[config.mk]
export PLATFORM = sky130hd
export DESIGN_NAME = pipe_hazard_unit
export DESIGN_NICKNAME = d
export VERILOG_FILES = /design/src/rtl/pipe_hazard_pkg.sv /design/src/rtl/pipe_hazard_match.sv /design/src/rtl/pipe_hazard_unit.sv
export SDC_FILE = /design/constraint.sdc
export NUM_CORES = 1
export LEC_CHECK = 0
export CORE_UTILIZATION = 60
export DETAILED_ROUTE_END_ITERATION = 10
export PLACE_DENSITY = 0.83
export RECOVER_POWER = 25
export SETUP_SLACK_MARGIN = 0.02
export SYNTH_ARGS = -nofsm -noshare
export SYNTH_HDL_FRONTEND = slang
export SYNTH_HIERARCHICAL = 1
export SYNTH_SLANG_ARGS = --single-unit
[constraint.sdc]
create_clock -name clk -period 16.4 [get_ports clk]
set_clock_uncertainty 0.1 [all_clocks]
set_input_delay 3.28 -clock clk [delete_from_list [all_inputs] [get_ports clk]]
set_output_delay 3.28 -clock clk [all_outputs]
set_load 0.005 [all_outputs]
[src/rtl/pipe_hazard_pkg.sv]
// Shared types and helpers for the pipeline hazard / forwarding controller.
// Struct fields are sized for the largest supported configuration; modules zero-extend.
package pipe_hazard_pkg;

  localparam int unsigned REGW_MAX = 8;
  localparam int unsigned SW_MAX   = 4;
  localparam int unsigned FWD_RF   = 0;

  typedef struct packed {
    logic                valid;
    logic [REGW_MAX-1:0] rd;
    logic                we;
    logic [SW_MAX-1:0]   avail;
    logic                is_long;
  } stage_entry_t;

  // Stage k forwards through select value k+1; 0 is the register file.
  function automatic logic [SW_MAX-1:0] stage_sel(input int k);
    return SW_MAX'(k + 1);
  endfunction

endpackage

[src/rtl/pipe_hazard_match.sv]
// Youngest-stage match search for one source operand.
// Returns hit, a not-yet-available stall, and the forward select.
module hazard_match
  import pipe_hazard_pkg::*;
#(
  parameter int unsigned NSTAGE = 3,
  parameter int unsigned REGW   = 5,
  parameter int unsigned SW     = 2
) (
  input  stage_entry_t    stages [NSTAGE],
  input  logic [REGW-1:0] src,
  input  logic            used,
  output logic            hit,
  output logic            stall,
  output logic [SW-1:0]   sel
);

  always_comb begin
    hit   = 1'b0;
    stall = 1'b0;
    sel   = SW'(FWD_RF);
    if (used && (src != '0)) begin
      // Walk oldest to youngest so the youngest match wins.
      for (int k = int'(NSTAGE) - 1; k >= 0; k--) begin
        if (stages[k].valid && stages[k].we && (stages[k].rd == REGW_MAX'(src))) begin
          hit = 1'b1;
          if (SW_MAX'(k) < stages[k].avail) begin
            stall = 1'b1;
            sel   = SW'(FWD_RF);
          end else begin
            stall = 1'b0;
            sel   = SW'(stage_sel(k));
          end
        end
      end
    end
  end

endmodule

[src/rtl/pipe_hazard_unit.sv]
// Issue-stage hazard detection, operand forwarding and long-op scoreboard
// for an in-order pipeline with NSTAGE tracked post-issue stages.
module pipe_hazard_unit
  import pipe_hazard_pkg::*;
#(
  parameter int unsigned NSTAGE = 3,
  parameter int unsigned NREG   = 32,
  parameter int unsigned REGW   = $clog2(NREG),
  parameter int unsigned SW     = $clog2(NSTAGE + 1)
) (
  input  logic                      clk,
  input  logic                      rst,
  input  logic                      issue_valid,
  input  logic [REGW-1:0]           issue_rs,
  input  logic [REGW-1:0]           issue_rt,
  input  logic                      issue_rs_used,
  input  logic                      issue_rt_used,
  input  logic [REGW-1:0]           issue_rd,
  input  logic                      issue_we,
  input  logic [SW-1:0]             issue_avail,
  input  logic                      issue_long,
  input  logic                      lng_done,
  input  logic [REGW-1:0]           lng_rd,
  input  logic                      hold,
  input  logic                      flush_valid,
  input  logic [SW-1:0]             flush_stage,
  output logic                      issue_fire,
  output logic                      issue_stall,
  output logic [SW-1:0]             fwd_rs_sel,
  output logic [SW-1:0]             fwd_rt_sel,
  output logic                      lng_kill,
  output logic [$clog2(NREG+1)-1:0] busy_cnt
);

  localparam int unsigned CW = $clog2(NREG + 1);

  stage_entry_t    stage_q [NSTAGE];
  stage_entry_t    stage_d [NSTAGE];
  stage_entry_t    surv    [NSTAGE];
  stage_entry_t    issue_entry;
  logic [NREG-1:0] busy_q, busy_d;
  logic [NREG-1:0] set_vec, clr_vec;
  logic [CW-1:0]   cnt_q, cnt_d, n_clr;

  logic rs_hit, rs_stall, rt_hit, rt_stall;
  logic rs_haz, rt_haz, waw, hazard;

  hazard_match #(
    .NSTAGE(NSTAGE),
    .REGW  (REGW),
    .SW    (SW)
  ) u_match_rs (
    .stages(stage_q),
    .src   (issue_rs),
    .used  (issue_rs_used),
    .hit   (rs_hit),
    .stall (rs_stall),
    .sel   (fwd_rs_sel)
  );

  hazard_match #(
    .NSTAGE(NSTAGE),
    .REGW  (REGW),
    .SW    (SW)
  ) u_match_rt (
    .stages(stage_q),
    .src   (issue_rt),
    .used  (issue_rt_used),
    .hit   (rt_hit),
    .stall (rt_stall),
    .sel   (fwd_rt_sel)
  );

  // A scoreboard hit only matters when no in-flight stage supplies the value.
  always_comb begin
    rs_haz = rs_stall |
             (~rs_hit & issue_rs_used & (issue_rs != '0) & busy_q[issue_rs]);
    rt_haz = rt_stall |
             (~rt_hit & issue_rt_used & (issue_rt != '0) & busy_q[issue_rt]);
    waw    = (issue_we | issue_long) & busy_q[issue_rd];
    hazard = rs_haz | rt_haz | waw;
    issue_stall = issue_valid & (hazard | hold);
    issue_fire  = issue_valid & ~issue_stall & ~flush_valid;
  end

  always_comb begin
    issue_entry.valid   = 1'b1;
    issue_entry.rd      = REGW_MAX'(issue_rd);
    issue_entry.we      = issue_we & ~issue_long;
    issue_entry.avail   = SW_MAX'(issue_avail);
    issue_entry.is_long = issue_long;

    lng_kill = 1'b0;
    clr_vec  = '0;
    for (int k = 0; k < int'(NSTAGE); k++) begin
      surv[k] = stage_q[k];
      if (flush_valid && (SW'(k) <= flush_stage)) begin
        surv[k].valid = 1'b0;
        if (stage_q[k].valid && stage_q[k].is_long) begin
          lng_kill = 1'b1;
          clr_vec[stage_q[k].rd[REGW-1:0]] = 1'b1;
        end
      end
    end

    // Flush still applies in place while the pipeline is held.
    if (hold) begin
      stage_d = surv;
    end else begin
      stage_d[0] = issue_fire ? issue_entry : '0;
      for (int k = 1; k < int'(NSTAGE); k++) begin
        stage_d[k] = surv[k-1];
      end
    end

    if (lng_done) begin
      clr_vec[lng_rd] = 1'b1;
    end
    clr_vec = clr_vec & busy_q;

    set_vec = '0;
    if (issue_fire && issue_long && (issue_rd != '0)) begin
      set_vec[issue_rd] = 1'b1;
    end

    busy_d = (busy_q & ~clr_vec) | set_vec;

    n_clr = '0;
    for (int r = 0; r < int'(NREG); r++) begin
      n_clr = n_clr + CW'(clr_vec[r]);
    end
    cnt_d = cnt_q + CW'(|set_vec) - n_clr;
  end

  always_ff @(posedge clk or negedge rst) begin
    if (!rst) begin
      for (int k = 0; k < int'(NSTAGE); k++) begin
        stage_q[k] <= '0;
      end
      busy_q <= '0;
      cnt_q  <= '0;
    end else begin
      for (int k = 0; k < int'(NSTAGE); k++) begin
        stage_q[k] <= stage_d[k];
      end
      busy_q <= busy_d;
      cnt_q  <= cnt_d;
    end
  end

  assign busy_cnt = cnt_q;

endmodule
After elaboration in Yosys (flattened, before gate mapping):

Cells that the tools add are included.

* register bits after elaboration: 83
* output and inout port bits: 13
* logic and storage cells: 197

* equality and inequality tests: 7
* reductions and logical operators: 28
* $add $sub $neg: 33
* multiplexer cells: 65
* order comparisons: 18
* bitwise operators: 29

Operator list (count)
* $mux 32: 8
* $add 6x1->6: 27
* $or 32x32->32: 4
* $and 32x32->32: 2
* $eq 8x5->1: 6
* $mux 45: 1
* $lt 5x6->1 const B: 7
* $mux 1: 37
* $not 32->32: 1
* $reduce_or 32->1: 1
* $demux 1 s5: 5
* $ge 5x1->1 const B: 5
* $logic_and 1x1->1: 24
* $mux 2: 10
* $bmux 1 s5: 3
* $mux 15: 1
* $reduce_bool 5->1: 3
* $and 1x1->1: 11
* $lt 1x4->1 const A: 2
* $add 5x1->6: 1
* $or 1x1->1: 6
* $sub 6x6->6: 1
* $add 4x1->5: 1
* $not 1->1: 5
* 7 further kinds: 8

Longest topological paths before layout:

* depth after elaboration: 47
* gate-level depth with buffers: 24
* gate-level depth less buffers: 23

Modules after synthesis:

The synthesis kept the hierarchy.

Modules (own cells, without submodules)
* pipe_hazard_unit: cells an instance 699, area an instance 6357.3 µm², times used 1
* hazard_match: cells an instance 45, area an instance 370.4 µm², times used 2

Least setup slack after synthesis:

OpenSTA, ideal clock, no wires.

* path kind: input-to-reg
* from: input flush_valid
* to: register cnt_q[5], in the netlist busy_cnt[5]
* setup time: 124 ps
* data arrival time: 8950 ps
* stages: 22
* setup slack: 7226 ps
* required time: 16176 ps
* path through: clkbuf_1 and4_1 and3_1 clkbuf_1 a222oi_1 o21ai_0 and2_1 fa_1 inv_1 ha_1 inv_1 fa_1 fa_1 inv_1 fa_1 fa_1 fa_1 fa_1 ha_1 a21o_1 a21oi_1 xnor2_1

* word-level cells in the longest chain between the ends: 43
* elaborated cells between the ends (all ways): 52

Ends and longest elaborated chain
* start, declared: line pipe_hazard_unit.sv:25 `input logic flush_valid,`
* $logic_and 1x1->1: line pipe_hazard_unit.sv:97 `if (flush_valid && (SW'(k) <= flush_stage)) begin`
* $mux 32: line pipe_hazard_unit.sv:97
* $or 32x32->32 (no source line)
* $mux 32: line pipe_hazard_unit.sv:99 `if (stage_q[k].valid && stage_q[k].is_long) begin`
* $mux 32: line pipe_hazard_unit.sv:97
* $or 32x32->32 (no source line)
* $mux 32: line pipe_hazard_unit.sv:99
* $mux 32: line pipe_hazard_unit.sv:97
* [... 3 more ...]
* $add 1x1->2: line pipe_hazard_unit.sv:130 `n_clr = n_clr + CW'(clr_vec[r]);`
* $add 2x1->3: line pipe_hazard_unit.sv:130
* $add 3x1->4: line pipe_hazard_unit.sv:130
* $add 4x1->5: line pipe_hazard_unit.sv:130
* $add 5x1->6: line pipe_hazard_unit.sv:130
* $add 6x1->6 (26 in series): line pipe_hazard_unit.sv:130
* $sub 6x6->6 *: line pipe_hazard_unit.sv:132 `cnt_d = cnt_q + CW'(|set_vec) - n_clr;`
* named net cnt_d[5]: line pipe_hazard_unit.sv:43 `logic [CW-1:0] cnt_q, cnt_d, n_clr;`
* end signal, assigned: line pipe_hazard_unit.sv:147 `cnt_q <= cnt_d;`
* end, declared: line pipe_hazard_unit.sv:43

The timed path passes the listed nets; every way through them passes the cells marked *.
A chain may end at the register's enable or synchronous reset.

Final worst setup path:

* from: input issue_rt[2]
* to: output issue_stall

* word-level cells in the longest chain between the ends: 15
* elaborated cells between the ends (all ways): 27

Ends and longest elaborated chain
* start, declared: line pipe_hazard_unit.sv:15 `input logic [REGW-1:0] issue_rt,`
* $eq 8x5->1: line pipe_hazard_match.sv:25 `if (stages[k].valid && stages[k].we && (stages[k].rd == REGW_MAX'(src))) begin`
* $logic_and 1x1->1: line pipe_hazard_match.sv:25
* $mux 1 (3 in series): line pipe_hazard_match.sv:25
* $mux 1 *: line pipe_hazard_match.sv:22 `if (used && (src != '0)) begin`
* named net rt_hit: line pipe_hazard_unit.sv:45 `logic rs_hit, rs_stall, rt_hit, rt_stall;`
* $not 1->1 *: line pipe_hazard_unit.sv:79 `(~rt_hit & issue_rt_used & (issue_rt != '0) & busy_q[issue_rt]);`
* $and 1x1->1 * (3 in series): line pipe_hazard_unit.sv:79
* $or 1x1->1 *: line pipe_hazard_unit.sv:78 `rt_haz = rt_stall |`
* $or 1x1->1 * (2 in series): line pipe_hazard_unit.sv:81 `hazard = rs_haz | rt_haz | waw;`
* $or 1x1->1 *: line pipe_hazard_unit.sv:82 `issue_stall = issue_valid & (hazard | hold);`
* $and 1x1->1 *: line pipe_hazard_unit.sv:82
* end, declared: line pipe_hazard_unit.sv:28 `output logic issue_stall,`

The timed path passes the listed nets; every way through them passes the cells marked *. The select of a mux whose other input is x is not followed.

==> impl_metrics.json <==
{
  "num_antenna_cells": 0,
  "violations": "max-capacitance violations, max-slew violations",
  "holdPathEnd": "stage_q[1]",
  "final_core_utilization": 0.696,
  "holdBufCountCts": 0,
  "hold_violations": 0,
  "die_w_um": 111,
  "synth-async-reset-ratio": 1.00,
  "cp-end-kind": "output pin",
  "final_max_slew_viol_count": 69,
  "drive_gt1_frac": 0.0885,
  "timing.rr.end": "busy_cnt[5]",
  "fmax_ghz": 0.0901,
  "cts_resized": 0,
  "avgSynthCellArea_um2": 9.00,
  "required_ns": 13.02,
  "via_count": 6645,
  "synth_cells": 789,
  "synthFlopType": "dfrtp_1",
  "numCtsBuffers": 9,
  "setup_slack_ns": 5.30,
  "post_cts_buffers": 0,
  "multi_input_area_um2": 5030,
  "post-route-period-util": 0.677,
  "yosys.area.top_type_share": 0.240,
  "path_clk_slew_ns": 0.05,
  "status": "finished, violations left",
  "port_buffers": 46,
  "grt_pass1_wl_um": 36100,
  "synth.top_cells.by_area": "dfrtp_1 24%, fa_1 8.2%, mux2i_1 5.6%, ha_1 5.5%, nand2_1 4.3%",
  "area.growth.synth_to_final_pct": 12.4,
  "yosys.area.top_type": "dfrtp_1",
  "fillerInstances": 920,
  "initial_core_util": 0.619,
  "mappedNetlistArea_um2": 7100,
  "detail-route-antenna-nets": 0,
  "design.core.area_um2": 11500,
  "ff_latch_area_um2": 1700,
  "maxCapViolCount": 1,
  "ys_ff_latch": 68,
  "remaining_drc_errors": 0,
  "drt_iter0_drc": 835,
  "ys_seq_area_frac": 0.240,
  "dr.pass1.iters": 6,
  "wl_um": 23000,
  "finalNetCount": 937,
  "rsz0062_at_grt": "false",
  "yosys_warnings": 6,
  "cts_root_buf": "clkbuf_16",
  "synth.distinct_cells": 70,
  "io_pins": 47,
  "power_density_nw_per_um2": 76.1,
  "power.leakage_nw": 3.28,
  "place_ws_ns": 5.45,
  "setup_viol": 0,
  "track_usage": 0.385,
  "cp_max_fo": 44,
  "first_global_vias": 6466,
  "placed_cells": 975,
  "reg2regPathDepth": 18,
  "antenna_found_initial": 0,
  "hp-class": "register to register",
  "post-dp-hpwl_um": 17600,
  "detail_route.wl_per_cell_um": 23.2,
  "worstSetupPathType": "input port to output pin",
  "vias_per_cell": 6.71,
  "finalCriticalPeriod_ns": 11.10,
  "yosys.cell_count.top_type": "nand2_1",
  "cts_buffer_depth": 2,
  "rows": 39,
  "ys_top_cells_by_count": "81 x nand2_1, 73 x inv_1, 68 x dfrtp_1",
  "cts.sinks": 68,
  "hold_start": "stage_q[16]",
  "fin_setup_tns_ns": 0,
  "regToRegSetupSlack_ns": 9.40,
  "die_h_um": 111,
  "overflow": 0,
  "die-area_um2": 12300,
  "synth_edf_count": 0,
  "clk_latency_ns": 0.35,
  "ir_worst_vdd_uv": 128,
  "rr_startpoint": "stage_q[29]",
  "worst_slew_pin_slew_ns": 3.89,
  "grt_max_degree": 69,
  "place_congestion": 0.943,
  "worst_setup_path_start_kind": "input port",
  "holdPathStages": 1,
  "cts_tree": "done",
  "critPathArrivalTime_ns": 7.72,
  "htree_levels": 3,
  "instances_no_fill": 990,
  "max-slew-margin-rel": -1.59
}
cell usage in the layout, fill, tap and decap left out, types with 6 or more instances in the layout:
cell / instances
o31ai_1: 34
nand2_1: 81
a21oi_1: 7
nor2b_1: 12
mux2_2: 17
mux2i_1: 40
buf_4: 6
o211ai_1: 11
nor3b_1: 9
nand3_1: 16
a221oi_1: 22
a22oi_1: 8
and2_1: 10
o22ai_1: 22
nor3_1: 31
ha_1: 31
xnor2_1: 25
inv_1: 73
nor2_1: 23
nand2b_1: 19
or3b_2: 9
or3_1: 10
conb_1: 34
xor2_1: 10
clkbuf_16: 9
nor4_1: 7
nand4_1: 6
dfrtp_1: 68
fa_1: 29
nand3b_1: 21
o21ai_0: 16
clkdlybuf4s50_1: 45
worst max path at each step:
| stage | cells past startpoint | from | slack (ns) | to |
|---|---|---|---|---|
| global route | 12 | issue_rt[2] | 5.17 | issue_stall |
| detailed placement | 12 | issue_rt[2] | 5.45 | issue_stall |
| finish | 12 | issue_rt[2] | 5.30 | issue_stall |
| CTS | 12 | issue_rt[2] | 5.44 | issue_stall |
| global placement | 12 | issue_rt[2] | 5.68 | issue_stall |
| floorplan | 22 | flush_valid | 7.23 | busy_cnt[5] |
report_power, final:
part | leakage (nW) | internal, mW | switching, mW
clock | 0.144 | 0.120 | 0.0762
sequential | 0.924 | 0.184 | 0.0195
combinational | 2.22 | 0.0963 | 0.111
sequential cells by signal, summed over array words and instances, names as in the netlist:
signal / count
stage_q: 30
busy_cnt: 6
busy_q: 32
critical path: stages:
cell	delay (ns)
clkdlybuf4s50_1	0.94
or4_2	0.89
o21ai_2	0.24
nor2_1	0.07
nand2b_1	0.19
a2111oi_0	0.55
nand3_1	0.16
nand4_1	0.12
a211o_1	0.12
buf_4	0.43
o21a_1	0.20
clkdlybuf4s50_1	0.49
cell families after synthesis:
| logic type | Yosys count | share of synthesized area |
|---|---|---|
| buf+inv | 116 | 0.0696 |
| fa+ha+maj | 60 | 0.136 |
| xor+xnor | 35 | 0.0432 |
| compound gates | 165 | 0.182 |
| flops | 68 | 0.240 |
| simple gates | 281 | 0.224 |
| other cells | 1 | 0.000528 |
| mux | 63 | 0.104 |
metrics by stage:
stage	power, mW	hold WS, ns	area [um^2]
6_report	0.607	0.415	7980
5_1_grt	0.640	0.431	7980
4_1_cts	0.607	0.424	7980
3_5_place_dp	0.410	0.412	7690
3_3_place_gp	0.393	0.383	7690
2_1_floorplan	0.338	0.375	7220
final cells by class:
class,count,share of cell area
clock buffers,10,0.0300
clock inverters,5,0.00659
inverters,73,0.0344
multi-input cells,638,0.630
flip-flops and latches,68,0.213
well taps,143,0.0224
repair buffers,53,0.0632
metal layers:
layer | up-vias | global-route usage | wire length (um)
li1 | 2979 | - | -
met1 | 3219 | 0.509 | 9260
met2 | 375 | 0.596 | 10500
met3 | 72 | 0.0957 | 2300
met4 | 0 | 0.176 | 972
met5 | - | 0 | 0
Note: power is estimated with default switching activity, not from simulation.
